===== src/rtl/regfile_sb.sv =====
// Multi-ported register file with a per-register pending scoreboard (x0 hardwired to zero).
// Optional same-cycle write-to-read forwarding is enabled by defining REGFILE_SB_BYPASS_EN.
module regfile_sb #(
    parameter int XLEN = 32,
    parameter int NREG = 32,
    parameter int NRP  = 2,
    parameter int AW   = $clog2(NREG)
) (
    input  logic                clk,
    input  logic                rst,
    input  logic                wa_en,
    input  logic [AW-1:0]       wa_addr,
    input  logic [XLEN-1:0]     wa_data,
    input  logic                wb_en,
    input  logic [AW-1:0]       wb_addr,
    input  logic [XLEN-1:0]     wb_data,
    input  logic [NRP*AW-1:0]   rd_addr,
    output logic [NRP*XLEN-1:0] rd_data,
    output logic [NRP-1:0]      rd_busy,
    input  logic                iss_en,
    input  logic [AW-1:0]       iss_addr,
    input  logic                flush,
    output logic [AW:0]         pend_cnt
);

    logic [XLEN-1:0] r_regs [NREG];
    logic [NREG-1:0] r_pend;
    logic [AW:0]     r_pend_cnt;

    logic [NREG-1:0] w_pend_next;
    logic [AW:0]     w_cnt_next;

    // Issue is applied after the write-clear so it wins on a same-address collision;
    // flush overrides everything.
    always_comb begin
        w_pend_next = r_pend;
        for (int i = 1; i < NREG; i++) begin
            if ((wa_en && wa_addr == AW'(i)) || (wb_en && wb_addr == AW'(i)))
                w_pend_next[i] = 1'b0;
            if (iss_en && iss_addr == AW'(i))
                w_pend_next[i] = 1'b1;
        end
        w_pend_next[0] = 1'b0;
        if (flush)
            w_pend_next = '0;
    end

    always_comb begin
        w_cnt_next = '0;
        for (int i = 0; i < NREG; i++)
            w_cnt_next = w_cnt_next + (AW+1)'(w_pend_next[i]);
    end

    // Port B is written last so it takes precedence when both ports hit the same register.
    always_ff @(posedge clk) begin
        if (!rst) begin
            for (int i = 0; i < NREG; i++)
                r_regs[i] <= '0;
            r_pend     <= '0;
            r_pend_cnt <= '0;
        end else begin
            if (wa_en && wa_addr != '0)
                r_regs[wa_addr] <= wa_data;
            if (wb_en && wb_addr != '0)
                r_regs[wb_addr] <= wb_data;
            r_pend     <= w_pend_next;
            r_pend_cnt <= w_cnt_next;
        end
    end

    assign pend_cnt = r_pend_cnt;

    genvar gi;
    generate
        for (gi = 0; gi < NRP; gi++) begin : g_rd
            logic [AW-1:0] w_addr;
            assign w_addr = rd_addr[gi*AW +: AW];
`ifdef REGFILE_SB_BYPASS_EN
            logic w_hit_a;
            logic w_hit_b;
            assign w_hit_a = wa_en && (wa_addr == w_addr) && (w_addr != '0);
            assign w_hit_b = wb_en && (wb_addr == w_addr) && (w_addr != '0);
            assign rd_data[gi*XLEN +: XLEN] = w_hit_b ? wb_data :
                                              w_hit_a ? wa_data : r_regs[w_addr];
            assign rd_busy[gi] = (w_hit_a || w_hit_b) ?
                                 (iss_en && iss_addr == w_addr) : r_pend[w_addr];
`else
            assign rd_data[gi*XLEN +: XLEN] = r_regs[w_addr];
            assign rd_busy[gi]              = r_pend[w_addr];
`endif
        end
    endgenerate

endmodule


===== config.mk =====
export PLATFORM = sky130hd
export DESIGN_NAME = regfile_sb
export DESIGN_NICKNAME = d
export VERILOG_FILES = /design/src/rtl/regfile_sb.sv
export SDC_FILE = /design/constraint.sdc
export NUM_CORES = 2
export LEC_CHECK = 0
export CORE_MARGIN = 8
export CORE_UTILIZATION = 25
export CTS_CLUSTER_DIAMETER = 60
export DETAILED_ROUTE_END_ITERATION = 6
export GPL_TIMING_DRIVEN = 0
export PLACE_DENSITY_LB_ADDON = 0.2
export SYNTH_ARGS = -nofsm -noshare
export SYNTH_HDL_FRONTEND = slang
export SYNTH_SLANG_ARGS = --single-unit

===== constraint.sdc =====
create_clock -name clk -period 19.5 [get_ports clk]
set_input_delay 3.9 -clock clk [delete_from_list [all_inputs] [get_ports clk]]
set_output_delay 3.9 -clock clk [all_outputs]
set_load 0.02 [all_outputs]

==> impl_metrics.env <==
export IMPL_result_of_the_run="finished with violations"
export IMPL_switching_share_pct=27.7
export IMPL_cts_hold_buffers=0
export IMPL_power_combinational_fraction_pct=14.4
export IMPL_post_drt_wl_per_cell_um=35.7
export IMPL_vias_in_the_first_global_route=43900
export IMPL_yosysSeqAreaShare_pct=52.3
export IMPL_p_switching_mw=1.67
export IMPL_timing_reg2reg_setup_slack_ns=14.06
export IMPL_timing_critical_path_required_ns=15.60
export IMPL_syn_to_final_growth_pct=18.5
export IMPL_drt_pass1_iter_count=6
export IMPL_timing_setup_tns_ns=0
export IMPL_place_area_mm2=0.0671
export IMPL_min_path_type="reg -> reg"
export IMPL_design_portCount=167
export IMPL_crit_path_end_kind="output port"
export IMPL_final_period_minus_worst_setup_slack_ns=12.46
export IMPL_postCtsResizedCells=0
export IMPL_maxCapViolCount=4
export IMPL_power_per_cell_area_mw_per_mm2=84.7
export IMPL_finalSetupViolations=0
export IMPL_timing_slew_headroom_pct=-10.4
export IMPL_clock_group_share_of_total_power_pct=40.7
export IMPL_first_iter_violations=4220
export IMPL_core_area_mm2=0.240
export IMPL_final_antenna_net_count=0
export IMPL_cts_tree="built"
export IMPL_intPower_mw=4.37
export IMPL_yosys_top_cells_count="1024 x edfxtp_1, 992 x a22o_1, 518 x mux4_2, 334 x clkbuf_1, 256 x o22ai_1"
export IMPL_power_ir_vdd_worst_mv=0.0600
export IMPL_initial_utilization_pct=25.1
export IMPL_worst_hold_startpoint="r_pend[12]"
export IMPL_worstPathArrival_ns=8.56
export IMPL_row_count=180
export IMPL_post_synth_main_area_contributors="edfxtp_1 51%, mux4_2 19%, a22o_1 14%"
export IMPL_worstSetupPathType="in -> out"
export IMPL_groute_usage_overall_pct=20.4
export IMPL_synth_seq_cells=1061
export IMPL_count_of_buffers_from_port_buffering=161
export IMPL_vias=43200
export IMPL_num_nets_final=4451
export IMPL_timing_rr_start="r_pend[26]"
export IMPL_netlist_top_cell_by_area="edfxtp_1"
export IMPL_hpwlAfterDp_mm=219
export IMPL_grt_pass1_wl_mm=367
export IMPL_synth_avg_cell_area_um2=15.3
export IMPL_critical_path_max_fanout=10
export IMPL_final_hold_violation_count=0
export IMPL_overall_die_area_mm2=0.257
export IMPL_route_detailed_vias_per_inst=5.67
export IMPL_layout_core_utilization_pct=29.7
export IMPL_power_static_leakage_nw=23.4
export IMPL_final_seq_area_mm2=0.0315
export IMPL_clock_sink_count=1061
export IMPL_total_area_of_multi_input_combinational_cells_mm2=0.0262
export IMPL_grt_setup_unrepaired="no"
export IMPL_chipHeight_um=507
export IMPL_detail_route_wirelength_mm=272
export IMPL_post_cts_repair_setup_buffers=0
export IMPL_drcViolationCount=0
export IMPL_synth_top_area_share_pct=51.1
export IMPL_critical_register_to_register_path_endpoint="pend_cnt[4]"
export IMPL_synth_lib_cells_used_distinct=71
export IMPL_final_instance_count_excl_fill=7613
export IMPL_synth_area_mm2=0.0602
export IMPL_fin_total_pwr_mw=6.04
export IMPL_insertion_delay_ns=0.79
export IMPL_synthCells=3941
export IMPL_tritoncts_num_buffers=131
export IMPL_holdPathEnd="r_pend[12]"
export IMPL_timing_final_crit_share_pct=63.9
export IMPL_cts_root_buffer_cell="clkbuf_16"
export IMPL_number_of_antenna_violations_at_the_first_check_in_global_routing=16
export IMPL_place_inst=7378
export IMPL_ys_flop_type="edfxtp_1"
export IMPL_failed_checks="max-capacitance violations, max-slew violations"
export IMPL_synth_enable_flop_cells=1024
export IMPL_ys_warn_count=0
export IMPL_path_clk_slew_ns=0.05
export IMPL_floorplan_die_width_um=507
export IMPL_measured_slew_at_the_worst_slew_check_pin_ns=1.64
export IMPL_fmax_mhz=80.3
export IMPL_fillers=23900
export IMPL_pin_count_of_the_biggest_net_entering_global_routing=33
export IMPL_max_clock_path_buffers=3
export IMPL_final_layout_size_suffix_gt1_share_pct=24.7
export IMPL_overflow=0
export IMPL_finalWeightedCongestion=0.978
export IMPL_skew_ns=0.0186
export IMPL_synthMostInstantiatedCell="edfxtp_1"
export IMPL_min_delay_path_depth=3
export IMPL_setup_worst_path_start_class="input pin"
export IMPL_synth_async_sr_flop_share_pct=0
export IMPL_report_final_slew_viol_count=4
export IMPL_number_of_cells_on_the_worst_reg_to_reg_path=17
export IMPL_seq_power_share_pct=44.9
export IMPL_area_of_all_placed_cells_without_fillers_mm2=0.0713
export IMPL_cts_max_level=4
[metal layers]
metal | track usage, % | wire length [µm] | vias to the layer above
met1 | 24.7 | 107000 | 23100
met5 | 0 | 12 | -
met3 | 4.55 | 18900 | 437
met4 | 10.6 | 16200 | 2
met2 | 34.1 | 130000 | 1848
li1 | - | - | 17800
[placed cells by master, fill, tap and decap left out, types with 10 or more instances in the layout]
cell type,Yosys,layout
clkdlybuf4s50_1,0,161
a22o_1,992,992
nand3b_1,29,29
inv_1,27,27
fa_1,23,23
nor4_1,64,55
dfxtp_1,37,37
conb_1,1,32
buf_12,0,11
o221ai_1,35,31
edfxtp_1,1024,1024
nor3_4,20,20
and2_1,16,16
buf_1,18,16
nor2b_1,15,15
buf_16,0,13
nand3_1,18,18
buf_2,184,187
clkinv_1,0,25
mux4_2,518,518
clkbuf_16,0,136
nor2_1,44,44
buf_4,53,56
nand2_1,52,52
a21oi_1,14,14
clkbuf_1,334,352
o22ai_1,256,256
buf_8,1,31
mux2i_1,10,10
nor3_2,10,10
a21o_1,17,17
clkinv_2,0,14
[critical path: stages]
cell and delay [ns]:
clkdlybuf4s50_1 0.55, clkbuf_1 0.29, nand2_1 0.63, clkbuf_1 0.59, o22ai_1 0.34, nor4_1 1.40
clkdlybuf4s50_1 0.83
[area by class of cell]
cell class	count	area share [%]
sequential	1061	44.1
clock buffer	155	4.87
clock inverter	73	0.970
buffer	595	3.81
multi-input combinational	2288	36.7
antenna	7	0.0246
tap	3185	5.59
timing repair buffer	221	3.77
inverter	28	0.147
[how the worst max path moves through the flow]
stage                from          end  slack (ns)  cells past startpoint
4_1_cts        rd_addr[0]  rd_data[10]        7.09                      7
3_3_place_gp   rd_addr[8]  rd_data[45]        6.89                      7
6_report       rd_addr[5]  rd_data[32]        7.04                      7
5_1_grt        rd_addr[0]  rd_data[10]        7.20                      7
2_1_floorplan  rd_addr[7]  rd_data[49]       10.07                      6
3_5_place_dp   rd_addr[0]  rd_data[10]        7.09                      7
[flip-flops by register name, indices dropped and copies added (netlist names)]
signal    flops
pend_cnt      6
r_regs     1024
r_pend       31
[kinds of logic after synthesis]
logic type / count (synthesis) / share of synthesized area, %
mux: 536 / 19.7
fa+ha+maj: 30 / 0.911
simple gates: 354 / 4.16
compound gates: 1336 / 18.2
other cells: 1 / 0.00623
buf+inv: 623 / 4.68
flops: 1061 / 52.3
[power groups by stage]
stage	clock, mW	combinational [mW]	sequential (mW)
after floorplan	0	0.466	2.72
after global placement	0	0.820	2.75
after detailed placement	0	0.860	2.75
after CTS	2.48	0.862	2.70
after global routing	2.56	0.892	2.72
final	2.46	0.871	2.71
[stage by stage]
stage,setup slack (ns),hold WS (ns)
after floorplan,10.07,0.573
after global placement,6.89,0.660
after detailed placement,7.09,0.661
after CTS,7.09,0.669
after global routing,7.20,0.716
final,7.04,0.687
Power figures use the tool's default switching activity.
